### config.mk
export PLATFORM = sky130hd
export DESIGN_NAME = uart_rx_packet_ctrl
export DESIGN_NICKNAME = d
export VERILOG_FILES = /design/src/rtl/uart_rx_packet_ctrl.sv
export SDC_FILE = /design/constraint.sdc
export NUM_CORES = 1
export LEC_CHECK = 0
export CAP_MARGIN = 5
export CORE_ASPECT_RATIO = 1.2
export CORE_MARGIN = 5
export CORE_UTILIZATION = 45
export CTS_BUF_LIST = sky130_fd_sc_hd__clkbuf_4 sky130_fd_sc_hd__clkbuf_8 sky130_fd_sc_hd__clkbuf_16
export DETAILED_ROUTE_END_ITERATION = 8
export GPL_TIMING_DRIVEN = 0
export PLACE_DENSITY = 0.68
export SLEW_MARGIN = 40
export SYNTH_ARGS = -nofsm -noshare
export SYNTH_HDL_FRONTEND = slang
export SYNTH_SLANG_ARGS = --single-unit
### constraint.sdc
create_clock -name clk -period 2.8 [get_ports clk]
set_clock_uncertainty 0.05 [all_clocks]
set_input_delay 0.42 -clock clk [delete_from_list [all_inputs] [get_ports clk]]
set_output_delay 0.42 -clock clk [all_outputs]
set_load 0.01 [all_outputs]
### src/rtl/uart_rx_packet_ctrl.sv
// Purpose: UART byte-stream frame parser (SYNC, LEN, payload, CHK), holds good packets for a consumer.
// Latency: outputs registered; pkt_valid and error pulses appear the cycle after the causing rx_done strobe.
// Backpressure: packet held until pkt_valid&&pkt_ready; bytes arriving meanwhile are dropped with err_overrun.
// Optional feature: define PKT_TIMEOUT_EN to enable the inter-byte timeout (err_timeout otherwise tied 0).
module uart_rx_packet_ctrl #(
  parameter logic [7:0] SYNC_BYTE   = 8'hA5,
  parameter int         MAX_LEN     = 8,
  parameter int         TIMEOUT_CYC = 1000
) (
  input  logic        clk,
  input  logic        rst_n,
  input  logic        rx_done,
  input  logic [7:0]  rx_byte,
  output logic        pkt_valid,
  input  logic        pkt_ready,
  output logic [3:0]  pkt_len,
  output logic [63:0] pkt_data,
  output logic        err_chk,
  output logic        err_len,
  output logic        err_timeout,
  output logic        err_overrun,
  output logic        busy
);

  // Reject out-of-range configurations at elaboration.
  if (MAX_LEN < 1 || MAX_LEN > 8 || TIMEOUT_CYC < 1) begin : g_param_err
    $error("uart_rx_packet_ctrl: MAX_LEN must be 1..8 and TIMEOUT_CYC >= 1");
  end

  typedef enum logic [2:0] {
    IDLE     = 3'd0,
    GET_LEN  = 3'd1,
    GET_DATA = 3'd2,
    GET_CHK  = 3'd3,
    HOLD     = 3'd4
  } state_t;

  state_t      state, state_nxt;

  // Frame-collection datapath; kept separate from the output registers so
  // pkt_len/pkt_data read zero while a frame is still being assembled.
  logic [3:0]  len_q;
  logic [2:0]  idx_q;
  logic [7:0]  chk_q;
  logic [63:0] data_buf;

  logic        len_ok;
  logic        last_byte;
  logic        chk_match;
  logic        handshake;
  logic        tmo_hit;

  // Decoded per-cycle events feeding the output registers.
  logic        pkt_load;
  logic        err_chk_nxt;
  logic        err_len_nxt;
  logic        err_ovr_nxt;

  assign len_ok    = (rx_byte != 8'd0) && (rx_byte <= 8'(MAX_LEN));
  assign last_byte = (({1'b0, idx_q} + 4'd1) == len_q);
  assign chk_match = (rx_byte == chk_q);
  assign handshake = pkt_valid && pkt_ready;

`ifdef PKT_TIMEOUT_EN
  localparam int TW = $clog2(TIMEOUT_CYC + 1);

  logic [TW-1:0] tmo_cnt;
  logic          frame_active;

  assign frame_active = (state == GET_LEN) || (state == GET_DATA) || (state == GET_CHK);
  assign tmo_hit      = frame_active && !rx_done && (tmo_cnt == TW'(TIMEOUT_CYC - 1));

  // Count idle cycles inside a frame; any received byte restarts the count.
  always_ff @(posedge clk) begin
    if (!rst_n) begin
      tmo_cnt <= '0;
    end else if (!frame_active || rx_done || tmo_hit) begin
      tmo_cnt <= '0;
    end else begin
      tmo_cnt <= tmo_cnt + TW'(1);
    end
  end

  // Timeout pulse, registered one cycle after the limit is reached.
  always_ff @(posedge clk) begin
    if (!rst_n) begin
      err_timeout <= 1'b0;
    end else begin
      err_timeout <= tmo_hit;
    end
  end
`else
  assign tmo_hit     = 1'b0;
  assign err_timeout = 1'b0;
`endif

  // State register.
  always_ff @(posedge clk) begin
    if (!rst_n) begin
      state <= IDLE;
    end else begin
      state <= state_nxt;
    end
  end

  // Next-state decode.
  always_comb begin
    state_nxt = state;
    case (state)
      IDLE: begin
        if (rx_done && rx_byte == SYNC_BYTE) state_nxt = GET_LEN;
      end
      GET_LEN: begin
        if (tmo_hit)      state_nxt = IDLE;
        else if (rx_done) state_nxt = len_ok ? GET_DATA : IDLE;
      end
      GET_DATA: begin
        if (tmo_hit)                   state_nxt = IDLE;
        else if (rx_done && last_byte) state_nxt = GET_CHK;
      end
      GET_CHK: begin
        if (tmo_hit)      state_nxt = IDLE;
        else if (rx_done) state_nxt = chk_match ? HOLD : IDLE;
      end
      HOLD: begin
        // A byte landing on the releasing cycle is treated as an IDLE byte.
        if (handshake) state_nxt = (rx_done && rx_byte == SYNC_BYTE) ? GET_LEN : IDLE;
      end
      default: state_nxt = IDLE;
    endcase
  end

  // Output event decode.
  always_comb begin
    pkt_load    = 1'b0;
    err_chk_nxt = 1'b0;
    err_len_nxt = 1'b0;
    err_ovr_nxt = 1'b0;
    case (state)
      GET_LEN:  err_len_nxt = rx_done && !len_ok;
      GET_CHK: begin
        pkt_load    = rx_done && chk_match;
        err_chk_nxt = rx_done && !chk_match;
      end
      HOLD:     err_ovr_nxt = rx_done && !handshake;
      default: ;
    endcase
  end

  // Frame collection: length, byte slot index, running checksum, payload buffer.
  always_ff @(posedge clk) begin
    if (!rst_n) begin
      len_q    <= 4'd0;
      idx_q    <= 3'd0;
      chk_q    <= 8'd0;
      data_buf <= 64'd0;
    end else if (rx_done && state == GET_LEN && len_ok) begin
      len_q    <= rx_byte[3:0];
      idx_q    <= 3'd0;
      chk_q    <= rx_byte;
      data_buf <= 64'd0;
    end else if (rx_done && state == GET_DATA) begin
      data_buf[{idx_q, 3'b000} +: 8] <= rx_byte;
      chk_q                          <= chk_q ^ rx_byte;
      if (!last_byte) idx_q <= idx_q + 3'd1;
    end
  end

  // Registered outputs: packet capture/hold/clear, error pulses, busy.
  always_ff @(posedge clk) begin
    if (!rst_n) begin
      pkt_valid   <= 1'b0;
      pkt_len     <= 4'd0;
      pkt_data    <= 64'd0;
      err_chk     <= 1'b0;
      err_len     <= 1'b0;
      err_overrun <= 1'b0;
      busy        <= 1'b0;
    end else begin
      err_chk     <= err_chk_nxt;
      err_len     <= err_len_nxt;
      err_overrun <= err_ovr_nxt;
      busy        <= (state_nxt != IDLE);
      if (pkt_load) begin
        pkt_valid <= 1'b1;
        pkt_len   <= len_q;
        pkt_data  <= data_buf;
      end else if (state_nxt != HOLD) begin
        pkt_valid <= 1'b0;
        pkt_len   <= 4'd0;
        pkt_data  <= 64'd0;
      end
    end
  end

endmodule

Word-level counts from Yosys, hierarchy flattened
Cells that the tools add are included.
Operators by class
  add/sub/neg operators: 3
  magnitude comparators: 1
  equality and inequality tests: 8
  shift-type cells: 2
  muxes and demuxes: 19
  bitwise gates (word level): 3
  reductions and logical operators: 24
Operators by type and width (count)
  64-bit two-way mux: 2
  64-bit bitwise mux: 1
  8-bit by 8-bit variable shift with 64-bit output, first input constant: 1
  8-bit by 8-bit variable part select with 64-bit output: 1
  3-bit two-way mux: 6
  8-bit two-way mux: 2
  3-bit case mux with 5 select lines: 1
  1-bit logical AND: 11
  8-bit equality test: 1
  8-bit equality test, second input constant: 1
  8-bit by 4-bit <= comparator with 1-bit output, second input constant: 1
  4-bit two-way mux: 2
  6-bit negator with 8-bit output: 1
  2-bit AND reduction: 4
  8-bit nonzero test: 1
  8-bit bitwise XOR: 1
  3-bit by 2-bit equality test with 1-bit output, second input constant: 2
  3-bit by 1-bit adder with 4-bit output, second input constant: 1
  4-bit equality test: 1
  1-bit two-way mux: 4
  2-bit nonzero test: 2
  3-bit by 1-bit adder with 3-bit output, second input constant: 1
  3-bit by 1-bit equality test with 1-bit output, second input constant: 1
  3-bit equality test, second input constant: 1
  7 further kinds: 10
Storage, ports and cells
  register bits: 155
  word-level logic and storage cells: 72

Depth between registers and ports, before layout
  depth after elaboration: 8
  depth in mapped cells: 11
  mapped depth without buffers: 8

Least setup slack after synthesis
Ideal clock, no wire load.
  path kind: reg2reg
  start: reg idx_q[0]
  end: reg data_buf[32]
  library setup time: 0.115 ns
  arrival: 2.879 ns
  required time: 2.635 ns
  slack: -0.243 ns
  cell stages (with the launch flop): 12
  buffers on the path: 4
  clock period less this slack: 3.043 ns
  path through: dfxtp_1 > clkbuf_1 > clkbuf_1 > inv_1 > ha_1 > ha_1 > clkbuf_1 > nand2_1 > or4b_2 > clkbuf_1 > mux2i_1 > nor2_1
Between the ends
  word-level cells in the longest chain between the ends: 3
  elaborated cells on any way between the ends: 4
  those cells by class: add/sub: 1; shift: 2; mux: 1
Ends and longest elaborated chain
  from (decl): line 43  | logic [2:0] idx_q;
  from (signal assigned): line 165  | if (!last_byte) idx_q <= idx_q + 3'd1;
  6-bit negator with 8-bit output (*): line 163  | data_buf[{idx_q, 3'b000} +: 8] <= rx_byte;
  8-bit by 8-bit variable part select with 64-bit output or 8-bit by 8-bit variable shift with 64-bit output (tied branches): line 163
  64-bit bitwise mux (*): line 163
  to (signal, indexed assignment): line 163
  to (decl): line 45  | logic [63:0] data_buf;
Mark *: on every way between the ends. The rest lies on a longest branch, timed or not.
A chain may end at the register's enable or synchronous reset.

Worst setup path in the final report
  start: reg idx_q[0]
  end: reg data_buf[26]
The elaborated chain is that of the path after synthesis.

==> results.md <==
Global route:
- The number of antenna violations at the first check in global routing was 0.
- The number of global-route vias before repair is 4751.
- The global-route congestion overflow total is 0.
- Global routing used about a fifth of the available tracks.
- The global-route wire length before repair is between 20000 and 25000 um.
- Entering global routing, the biggest net connects 17 pins.

Synthesis:
- The netlist uses 50 different library cells.
- In the synthesized netlist the async set-or-reset flop fraction comes to 0%.
- Among all flip-flop cells after synthesis, the most frequent one is sky130_fd_sc_hd__dfxtp_1.
- After synthesis, the mean cell area works out to around 9.4 sq um.
- The part of the Yosys area used for sequential elements is 51.71%.
- The flop and latch count out of synthesis is ~160.
- The number of nets in the synthesized netlist is 654.
- The combined area of all synthesized cells is between 0.006 and 0.007 sq mm.
- The number of synthesized flops with an enable pin is 0.
- The Yosys step of the flow raised 0 warnings.
- The synthesized instance count is around 640.

Placed design:
- At the end of routability-driven placement, the weighted congestion stood at between 0.8 and 0.9.
- The area of placed instances is around 0.007 sq mm.
- The placed wire-length estimate is 10950 um.
- In this run, placement finished with an instance count of ~890.
- Prior to clock tree synthesis, the placed netlist has a worst setup slack of -0.5997 ns.
- Port buffering added between 70 and 80 buffers.

Worst setup path:
- The largest fanout of any net on the critical path is 10.
- The type of element capturing the critical path is a flop.
- The endpoint of the worst register-to-register path is data_buf[26].
- Data arrives at the worst endpoint at between 2 and 3 ns.
- The critical path in this run is classified as reg2reg.
- The slack of the worst reg-to-reg path is about 0.17 ns.
- The data required time of the critical path is 3.06 ns.
- The worst flop-to-flop path startpoint is idx_q[0].
- The path depth of the worst reg2reg path is 10.
- The startpoint class of the critical path is a flop.

Layout:
- After the flow finishes, the layout carries non-filler instances totaling around 900.
- From synthesis to final layout, the design area changed by 28.09%.
- The antenna diode count is 0.
- The post-route netlist has 9.626% of its cells at a drive strength greater than 1.
- The number of fill cells in the layout is ~1100.
- The finished cells cover about 0.0077 sq mm.
- At the end of the flow, the number of nets in the layout was 750.
- Cells fill about three fifths of the core in the end.

Floorplan:
- The overall die width is 115.4 um.
- The floorplan step defined a die boundary enclosing around 0.016 sq mm.
- The die is 136.5 um tall.
- The initial utilization of the core area, before any placement, comes to between 40% and 50%.
- The standard cell core area is between 0.01 and 0.015 sq mm.
- The cell row count is between 40 and 50.
- For this design the top-level I/O count stands at 86.

STA:
- The portion of the clock cycle consumed by the worst path in the final layout is between 90% and 100%.
- The normalized max-slew margin is 47.58%.
- Static timing analysis puts the maximum clock frequency at 0.3795 GHz.
- The final count of hold timing violations came to 0.
- The final number of setup-violating endpoints is 0.
- The transition time at the pin with the least slew margin is a little under 0.8 ns.
- The worst path meets setup with 0.1652 ns of slack.
- The tightest hold path in the finished design has a slack of between 0.2 and 0.3 ns.
- The shortest period the worst path allows is approximately 2.6 ns.
- The count of final max-slew check failures is 0.
- Setup repair after global routing left no endpoint under its margin.
- The setup TNS after final layout is 0 ns.

Drt:
- The first routing iteration left between 200 and 300 violations.
- After detailed routing, the number of remaining DRC violations is 0.
- The final wirelength is 15900 um.
- The first detailed-routing pass took 5 iterations.
- After detailed routing, the average wire length per cell comes to ~17 um.
- In the routed layout, each cell is associated on average with a via count of around 5.4.
- The via count of the routed design is roughly 5000.
- The residual antenna-violating net count after detailed routing is 0.

Clocking:
- The CTS H-tree depth is 4.
- The clock transition time at the flip-flop clock pins of the worst setup and hold paths is around 0.06 ns.
- The clock tree from TritonCTS is built.
- The later pin in the worst-skew pair is clocked with a latency of approximately 0.42 ns.
- Counting the buffers created by CTS gives 17.
- The tree built by TritonCTS fans out to ~160 sinks.
- CTS placed an instance of sky130_fd_sc_hd__clkbuf_16 at the clock tree root.
- The clock tree buffer depth is 2.

Worst hold path:
- The worst hold path startpoint is rx_byte[7].
- The cell depth of the worst hold path is 3.
- The path type of the worst min-delay path is in2reg.
- The worst hold path terminates at data_buf[39].

Power:
- In this run the power spent charging and discharging nets is 995.8 uW.
- The share of total power dissipated in the clock network is between 50% and 60%.
- Overall power consumption after layout is estimated at ~4.7 mW.
- The part of the power in combinational logic is roughly 2.5%.
- Cell internal power was estimated by the tool at around 3.7 mW.
- The peak supply drop is approximately 0.00034 V.
- The power density over the cells is approximately 610 mW/mm^2.
- Net switching is roughly a fifth of the power.
- The leakage power is roughly 2.9 nW.
- Sequential cells burn around 47% of the power.

Outcome:
- The run finished with clean final reports.

Flow run:
- The max capacitance violation total is 0.
-- registers in the layout, indices dropped and copies added (netlist names) --
signal,count
err_len,1
idx_q,3
pkt_valid,1
len_q,4
busy,1
pkt_data,64
err_overrun,1
chk_q,8
err_chk,1
state,3
data_buf,64
pkt_len,4
-- cells in the mapped netlist (2+ instances only) --
master	n	share of area (%)
sky130_fd_sc_hd__dfxtp_1	155	52
sky130_fd_sc_hd__nor2_1	115	7.2
sky130_fd_sc_hd__a22oi_1	68	8.5
sky130_fd_sc_hd__nand2_1	56	3.5
sky130_fd_sc_hd__mux2i_1	49	8.2
sky130_fd_sc_hd__clkbuf_1	36	2.3
sky130_fd_sc_hd__a21oi_1	22	1.8
sky130_fd_sc_hd__nor2b_1	15	1.6
sky130_fd_sc_hd__and2_1	10	1.0
sky130_fd_sc_hd__nand3_1	10	0.83
sky130_fd_sc_hd__o21ai_0	9	0.75
sky130_fd_sc_hd__xnor2_1	9	1.3
sky130_fd_sc_hd__buf_6	8	1.5
sky130_fd_sc_hd__buf_2	6	0.50
sky130_fd_sc_hd__nand4_1	6	0.63
sky130_fd_sc_hd__or3_1	6	0.63
sky130_fd_sc_hd__inv_1	4	0.25
sky130_fd_sc_hd__nor3_1	4	0.33
sky130_fd_sc_hd__a31oi_1	3	0.31
sky130_fd_sc_hd__and3_1	3	0.31
sky130_fd_sc_hd__ha_1	3	0.63
sky130_fd_sc_hd__nor4_1	3	0.31
sky130_fd_sc_hd__o211ai_1	3	0.38
sky130_fd_sc_hd__a211oi_1	2	0.25
sky130_fd_sc_hd__a21boi_0	2	0.25
sky130_fd_sc_hd__a21boi_1	2	0.25
sky130_fd_sc_hd__buf_4	2	0.25
sky130_fd_sc_hd__nand3b_1	2	0.25
sky130_fd_sc_hd__nor3b_1	2	0.25
sky130_fd_sc_hd__nor4bb_1	2	0.33
sky130_fd_sc_hd__o21ai_2	2	0.29
sky130_fd_sc_hd__xor2_1	2	0.29
-- cell families after synthesis --
logic type      synth area share (%)
simple gates                   19.33
flops                          51.71
compound gates                 13.43
buf+inv                        5.067
mux                            8.173
xor+xnor                       1.606
fa+ha+maj                     0.6256
other cells                  0.06249
-- how the worst max path moves through the flow --
stage / startpoint / to / slack (ns) / cells past startpoint
after floorplan: idx_q[0] / data_buf[32] / 0.01 / 11
after global placement: rx_byte[3] / busy / -1.03 / 8
after detailed placement: rx_byte[3] / busy / -0.60 / 8
after CTS: idx_q[0] / data_buf[26] / 0.03 / 10
after global routing: idx_q[0] / data_buf[38] / 0.004 / 10
final: idx_q[0] / data_buf[26] / 0.17 / 10
-- layout by cell type, fill, tap and decap left out, types with 3 or more instances in the layout --
| cell type | count |
|---|---|
| sky130_fd_sc_hd__a22oi_1 | 68 |
| sky130_fd_sc_hd__o21ai_0 | 9 |
| sky130_fd_sc_hd__clkbuf_1 | 29 |
| sky130_fd_sc_hd__clkinvlp_4 | 3 |
| sky130_fd_sc_hd__clkinv_4 | 3 |
| sky130_fd_sc_hd__bufinv_16 | 3 |
| sky130_fd_sc_hd__clkbuf_8 | 3 |
| sky130_fd_sc_hd__inv_1 | 4 |
| sky130_fd_sc_hd__nand3_1 | 10 |
| sky130_fd_sc_hd__xnor2_1 | 9 |
| sky130_fd_sc_hd__dfxtp_1 | 155 |
| sky130_fd_sc_hd__nor2_1 | 115 |
| sky130_fd_sc_hd__and2_1 | 10 |
| sky130_fd_sc_hd__a21oi_1 | 22 |
| sky130_fd_sc_hd__ha_1 | 3 |
| sky130_fd_sc_hd__a31oi_1 | 3 |
| sky130_fd_sc_hd__nand2_1 | 56 |
| sky130_fd_sc_hd__clkdlybuf4s50_1 | 77 |
| sky130_fd_sc_hd__o211ai_1 | 3 |
| sky130_fd_sc_hd__mux2i_1 | 49 |
| sky130_fd_sc_hd__buf_2 | 6 |
| sky130_fd_sc_hd__or3_1 | 5 |
| sky130_fd_sc_hd__nand4_1 | 6 |
| sky130_fd_sc_hd__buf_4 | 4 |
| sky130_fd_sc_hd__clkbuf_16 | 17 |
| sky130_fd_sc_hd__nor2b_1 | 15 |
| sky130_fd_sc_hd__and3_1 | 3 |
| sky130_fd_sc_hd__buf_6 | 9 |
-- area by class of cell --
class | count | area (sq um) | share of cell area (%)
sequential | 155 | 3103 | 40.37
tap | 168 | 210.2 | 2.735
clock inverter | 12 | 161.4 | 2.100
multi-input combinational | 426 | 2630 | 34.22
timing repair buffer | 80 | 805.8 | 10.48
buffer | 50 | 290.3 | 3.777
clock buffer | 20 | 466.7 | 6.072
inverter | 5 | 18.77 | 0.2442
-- worst max-delay path, cell delays in order (launching register included) --
cell	delay (ns)
sky130_fd_sc_hd__dfxtp_1	0.36
sky130_fd_sc_hd__buf_6	0.16
sky130_fd_sc_hd__clkbuf_4	0.19
sky130_fd_sc_hd__inv_1	0.08
sky130_fd_sc_hd__ha_1	0.20
sky130_fd_sc_hd__ha_1	0.28
sky130_fd_sc_hd__clkbuf_4	0.20
sky130_fd_sc_hd__nand2_1	0.12
sky130_fd_sc_hd__or3_1	0.56
sky130_fd_sc_hd__mux2i_1	0.27
sky130_fd_sc_hd__nor2_1	0.06
-- power by group through the flow --
stage               Clock [mW]  Combinational, mW  Sequential (mW)
global route              2.51              0.122             2.20
CTS                       2.41              0.116             2.20
floorplan                    0             0.0715             2.25
detailed placement           0              0.114             2.25
global placement             0              0.113             2.25
finish                    2.40              0.116             2.20
-- metal layers --
layer / track usage (%) / vias up / share of wire [%]
met4: 8.480 / 0 / 2.6
met1: 24.24 / 2385 / 41
li1: - / 2410 / -
met3: 4.423 / 33 / 5.8
met2: 34.30 / 164 / 51
met5: 0 / - / 0
-- what timing repair did --
action,4_1_cts,5_1_grt
pin swaps,2,2
resized for setup,5,8
setup endpoints to repair,113,46
hold buffers,0,0
cloned,0,0
buffers inserted,2,0
No activity file was read; power rests on OpenSTA's default activity.
